## src/rtl/rr_spill_arbiter.sv

```systemverilog
// Round-robin arbiter feeding a 2-entry spill FIFO (payload + source index).
// Latency: 1 cycle from input handshake to oup_valid_o when the FIFO is empty.
// Backpressure: inp_ready_o goes to 0 for every input while the FIFO is full or clear_i is high.
//
// Ports:
//   clk_i, rst_ni        clock, asynchronous active-low reset
//   clear_i              synchronous flush of buffered entries and priority pointer
//   inp_valid_i/ready_o  per-input handshake; only the round-robin winner sees ready
//   inp_data_i           per-input payload
//   oup_valid_o/ready_i  buffered output handshake
//   oup_data_o/idx_o     head-of-FIFO payload and the index of the input that supplied it
module rr_spill_arbiter #(
  parameter int unsigned NumInp = 4,
  parameter type T = logic,
  localparam int unsigned IdxWidth = (NumInp > 1) ? $clog2(NumInp) : 1
) (
  input  logic                clk_i,
  input  logic                rst_ni,
  input  logic                clear_i,
  input  logic [NumInp-1:0]   inp_valid_i,
  output logic [NumInp-1:0]   inp_ready_o,
  input  T     [NumInp-1:0]   inp_data_i,
  output logic                oup_valid_o,
  input  logic                oup_ready_i,
  output T                    oup_data_o,
  output logic [IdxWidth-1:0] oup_idx_o
);

  logic [1:0]          wr_ptr_q, wr_ptr_d;
  logic [1:0]          rd_ptr_q, rd_ptr_d;
  T                    data_q [2];
  T                    data_d [2];
  logic [IdxWidth-1:0] idx_q [2];
  logic [IdxWidth-1:0] idx_d [2];
  logic [IdxWidth-1:0] rr_q, rr_d;

  logic [IdxWidth-1:0] win_idx;
  logic                win_vld;
  logic                full;
  logic                empty;
  logic                push;
  logic                pop;

  // (a + b) mod NumInp; both operands stay below NumInp, so one subtraction suffices.
  function automatic logic [IdxWidth-1:0] wrap_add(input logic [IdxWidth-1:0] a,
                                                   input int unsigned b);
    int unsigned s;
    s = 32'(a) + b;
    if (s >= NumInp) s = s - NumInp;
    return s[IdxWidth-1:0];
  endfunction

  // First valid input, scanning upward from the priority pointer with wrap-around.
  always_comb begin
    win_vld = 1'b0;
    win_idx = '0;
    for (int unsigned i = 0; i < NumInp; i++) begin
      if (!win_vld && inp_valid_i[wrap_add(rr_q, i)]) begin
        win_vld = 1'b1;
        win_idx = wrap_add(rr_q, i);
      end
    end
  end

  // Pointers carry one extra wrap bit: same value = empty, only MSB differs = full.
  assign full  = ((wr_ptr_q ^ rd_ptr_q) == 2'b10);
  assign empty = (wr_ptr_q == rd_ptr_q);

  // Full is judged before this cycle's pop, so a full FIFO never accepts and drains together.
  assign push = win_vld & ~full & ~clear_i;
  assign pop  = ~empty & oup_ready_i;

  always_comb begin
    inp_ready_o = '0;
    if (push) inp_ready_o[win_idx] = 1'b1;
  end

  always_comb begin
    wr_ptr_d = wr_ptr_q;
    rd_ptr_d = rd_ptr_q;
    data_d   = data_q;
    idx_d    = idx_q;
    rr_d     = rr_q;
    if (clear_i) begin
      // Flush wins over any pop in the same cycle; entries are zeroed so the
      // output bus reads back 0 just as it does after reset.
      wr_ptr_d = '0;
      rd_ptr_d = '0;
      rr_d     = '0;
      for (int i = 0; i < 2; i++) begin
        data_d[i] = '0;
        idx_d[i]  = '0;
      end
    end else begin
      if (push) begin
        data_d[wr_ptr_q[0]] = inp_data_i[win_idx];
        idx_d[wr_ptr_q[0]]  = win_idx;
        wr_ptr_d            = wr_ptr_q + 2'd1;
        rr_d                = wrap_add(win_idx, 1);
      end
      if (pop) rd_ptr_d = rd_ptr_q + 2'd1;
    end
  end

  always_ff @(posedge clk_i or negedge rst_ni) begin
    if (!rst_ni) begin
      wr_ptr_q <= '0;
      rd_ptr_q <= '0;
      rr_q     <= '0;
      for (int i = 0; i < 2; i++) begin
        data_q[i] <= '0;
        idx_q[i]  <= '0;
      end
    end else begin
      wr_ptr_q <= wr_ptr_d;
      rd_ptr_q <= rd_ptr_d;
      rr_q     <= rr_d;
      data_q   <= data_d;
      idx_q    <= idx_d;
    end
  end

  // Outputs come straight from state; no input port reaches them combinationally.
  assign oup_valid_o = ~empty;
  assign oup_data_o  = data_q[rd_ptr_q[0]];
  assign oup_idx_o   = idx_q[rd_ptr_q[0]];

endmodule

```

## config.mk

```make
export PLATFORM = sky130hd
export DESIGN_NAME = rr_spill_arbiter
export DESIGN_NICKNAME = d
export VERILOG_FILES = /design/src/rtl/rr_spill_arbiter.sv
export SDC_FILE = /design/constraint.sdc
export NUM_CORES = 1
export LEC_CHECK = 0
export ABC_AREA = 1
export CAP_MARGIN = 20
export CORE_MARGIN = 3
export CORE_UTILIZATION = 50
export DETAILED_ROUTE_END_ITERATION = 16
export MAX_ROUTING_LAYER = met4
export PLACE_DENSITY = 0.87
export RECOVER_POWER = 25
export SYNTH_ARGS = -nofsm -noshare
export SYNTH_HDL_FRONTEND = slang
export SYNTH_SLANG_ARGS = --single-unit
export TNS_END_PERCENT = 10
```

## constraint.sdc

```tcl
create_clock -name clk_i -period 7.73 [get_ports clk_i]
set_clock_uncertainty 0.15 [all_clocks]
set_input_delay 2.319 -clock clk_i [delete_from_list [all_inputs] [get_ports clk_i]]
set_output_delay 2.319 -clock clk_i [all_outputs]
set_load 0.01 [all_outputs]
```

==> metrics.sh, run 1 <==
STATUS='finished, final reports clean'
YOSYS_WARNINGS=0
DRT_ITER0_DRC=31
SYNTH_CELLS=147
ROW_COUNT=15
YOSYS_MOST_USED_DFF='dfrtp_1'
P_TOTAL_uW=505
RSZ0062_AT_GRT='false'
INSERTION_DELAY_PS=280
STARTPOINT_TYPE='primary input'
DRIVE_ABOVE_1_SHARE_PCT=11.3
PATH_CLASS='in -> out'
WORST_HOLD_PATH_TYPE='reg -> reg'
YS_TYPES=25
SYNTH_TOP_FAMILY_BY_AREA='simple AND/OR/NAND/NOR gates'
CLKSINKCOUNT=12
CORE_UTILIZATION_OF_THE_FINISHED_LAYOUT_PCT=67.9
CORE_UM2=1780
FIRST_GLOBAL_VIAS=911
CTS.ROOT.BUFFER_CELL='clkbuf_4'
POWER.DENSITY_nW_PER_UM2=418
ROUTED_WIRELENGTH_UM=2200
SYNTH.CELL_AREA_UM2=968
POST-SYNTH-TOP-COUNT-CELL='nand2_1'
NETLIST_TOP_CELLS_AREA='dfrtp_1 (31%), nand2_1 (20%), inv_1 (8.1%)'
GRT.TOTAL_USAGE_PCT=19.9
ROUTE.DETAILED.DRC=0
POST-SYNTH-TOP-AREA-CELL='dfrtp_1'
PLACE.GP.CONGESTION=0.815
FINAL_MAX_SLEW_VIOL_COUNT=0
CLK_PIN_SLEW_WORST_PATHS_PS=70
WL_PER_CELL_UM=11.4
SYNTH_EDF_COUNT=0
VDD_DROP_MAX_V=0.000270
LAYOUT.FILLER_CELLS=154
TIGHTESTPINTRANSITION_PS=529
GLOBALROUTE.TOTALOVERFLOW=0
SETUP-VIOLATIONS-FINAL=0
ANTENNA-DIODE-COUNT=0
SYNTH_XOR_AREA_SHARE_PCT=2.71
PLACE.DETAILED.INSTANCES=189
START_UTIL_PCT=54.3
FINAL_NETS=185
CTSHTREEMAXLEVEL=1
SYNTH.AREA.MUX_SHARE_PCT=1.03
VIA_PER_INST=5.04
DESIGN_AREA_UM2=1210
SYNTH_AREA_PER_CELL_UM2=6.59
LAYOUTNONFILLERINSTCOUNT=193
DRT.ANTENNA.VIOLATING_NETS=0
DIE_WIDTH_UM=50.0
CRITPATHMAXFANOUT=6
POST_CTS_BUFFERS=0
GRT_PASS1_WL_UM=3780
PERIOD_MINUS_SLACK_PS=7020
DIE_BOUNDARY_HEIGHT_UM=50.0
PLACED_CELL_AREA_UM2=1170
CLOCK.FMAX_MHz=142
TIMING.SETUP.TNS_PS=0
DIE-AREA_UM2=2500
FRACTION_OF_REGISTERS_WITH_ASYNC_SET_RESET_PCT=100
WORST_HOLD_MARGIN_PS=348
POSTSYNTHNETCOUNT=163
VIAS=973
YS_TOP_CELLS_BY_COUNT='nand2_1 (51), inv_1 (21), nand3_1 (14), dfrtp_1 (12), o21ai_0 (8)'
CTSHOLDBUFFERS=0
POST_SYNTHESIS_SEQUENTIAL_ELEMENT_COUNT=12
FIN_WS_PS=710
MAXCAPVIOLATIONS=0
FINALHOLDVIOLATIONS=0
CTS_RESIZED=0
NUMBER_OF_ANTENNA_VIOLATIONS_AT_THE_FIRST_CHECK_IN_GLOBAL_ROUTING=0
SYNTHADDERAREAFRAC_PCT=5.17
CTSLONGESTPATHBUFFERS=2
ENDPOINT_KIND='output port'
GRT_START_MAX_NET_PINS=13
CP.ARRIVAL_PS=4550
POST_SYNTH_AND_OR_NAND_NOR_AREA_FRACTION_PCT=39.5
SYNTHTOLAYOUTAREAGROWTH_PCT=24.9
TRITONCTS='done'
IOPINCOUNT=20
SYNTH_COMPOUND_GATE_AREA_SHARE_PCT=8.66
DRT_PRE_ANTENNA_ITERS=4
DETAILEDPLACE.WORSTSLACK_PS=737
PORT_BUFFERS=19
RRSETUPSLACK_PS=5420
MAX_SLEW_HEADROOM_AT_THE_WORST_PIN_PCT=64.6
P_LEAK_nW=0.627
NUMCTSBUFFERS=3
LAYOUT_WORST_PATH_CYCLE_SHARE_PCT=90.8
TIMING.CRITICAL_PATH.REQUIRED_PS=5260
DETAILED_PLACE_HPWL_UM=1680
SYNTH_TOP_CELL_AREA_SHARE_PCT=31.0
SYNTH.YOSYS.SEQ_AREA_SHARE_PCT=31.0
## critical path: stages
cell             delay (ps)
clkdlybuf4s50_1         410
inv_1                    70
nand2_1                  70
nand3_1                 130
nand2_1                 110
nor2_4                  150
nand3_1                  80
nand3_1                  70
nand2_1                 170
inv_1                   150
ha_1                    150
inv_1                    40
nor2_1                   90
clkdlybuf4s50_1         540
## power by group
part,switching [mW],internal (mW)
Combinational,0.204,0.134
Clock,0.0217,0.0287
Sequential,0.0287,0.0879
## sequential cells by signal, indices dropped and copies added, names as in the netlist
name,cells
rr_q,2
rd_ptr_q,2
wr_ptr_q,2
idx_q,4
data_q,2
## kinds of logic (layout without fill, tap and decap cells)
kind of cell,after synthesis,after routing
compound gates,15,15
fa+ha+maj,4,4
simple gates,85,85
xor+xnor,3,3
flops,12,12
buf+inv,27,48
mux,1,1
## path summary, 6_finish.rpt
check                                from        endpoint  cells after the start
max in group asynchronous          rst_ni        idx_q[3]                      1
min reg2reg                      idx_q[0]        idx_q[0]                      2
max                        inp_valid_i[3]  inp_ready_o[3]                     14
min                              idx_q[0]        idx_q[0]                      2
max reg2reg                       rr_q[0]         rr_q[1]                     12
min in group asynchronous          rst_ni     rd_ptr_q[1]                      1
## cell type report
| type | count | area (um2) | area share, % |
|---|---|---|---|
| well taps | 25 | 31.3 | 2.59 |
| clock buffers | 4 | 36.3 | 3.00 |
| inverters | 25 | 98.8 | 8.17 |
| multi-input cells | 108 | 553 | 45.7 |
| flip-flops and latches | 12 | 300 | 24.8 |
| repair buffers | 19 | 190 | 15.7 |
## cell usage in the layout (no fill, tap or decap)
master           instances
o21ai_0                  8
a21oi_1                  1
inv_2                    3
o21ai_1                  2
dlygate4sd3_1            1
inv_1                   21
o21ai_2                  1
o22ai_1                  2
ha_1                     4
nand2_2                  6
xnor2_1                  2
nor2_4                   1
nor3_1                   1
clkbuf_4                 3
nand4_1                  3
o211ai_1                 1
xor2_1                   1
nor2_2                   1
nor2_1                   6
nand3_2                  2
inv_6                    1
nand2_1                 51
dfrtp_1                 12
mux2i_1                  1
clkdlybuf4s50_1         18
nand3_1                 14
clkbuf_8                 1
## layer usage
| metal | track usage, % | routed length [um] | part of all wire, % |
|---|---|---|---|
| met5 | - | 0 | 0 |
| met1 | 24.3 | 1030 | 47 |
| met3 | 5.44 | 124 | 5.6 |
| met4 | 5.99 | 33 | 1.5 |
| met2 | 31.7 | 1010 | 46 |
No activity file was read; power rests on OpenSTA's default activity.
==> run 2: changes to the inputs <==
--- a/config.mk
+++ b/config.mk
@@ -13,6 +13,7 @@
 export MAX_ROUTING_LAYER = met4
 export PLACE_DENSITY = 0.87
 export RECOVER_POWER = 25
+export SLEW_MARGIN = 20
 export SYNTH_ARGS = -nofsm -noshare
 export SYNTH_HDL_FRONTEND = slang
 export SYNTH_SLANG_ARGS = --single-unit
==> results of run 2 <==
The final DEF is identical to that of run 1; final timing and power are the same.
==> run 3: changes to the inputs <==
==> constraint.sdc (replaced) <==
create_clock -name clk_i -period 7.73 [get_ports clk_i]
set_clock_uncertainty 0.15 [all_clocks]
set_input_delay 2.319 -clock clk_i [delete_from_list [all_inputs] [get_ports clk_i]]
set_output_delay 2.319 -clock clk_i [all_outputs]
set_load 0.02 [all_outputs]
==> results of run 3 <==
Same layout as run 1 (identical final DEF). Status: finished, final reports clean.
Main changes from that run: setup slack after placement 737 ps -> 669 ps; setup slack after layout 710 ps -> 642 ps; total power 0.505 mW -> 0.524 mW; worst IR drop on VDD 0.000270 V -> 0.000271 V
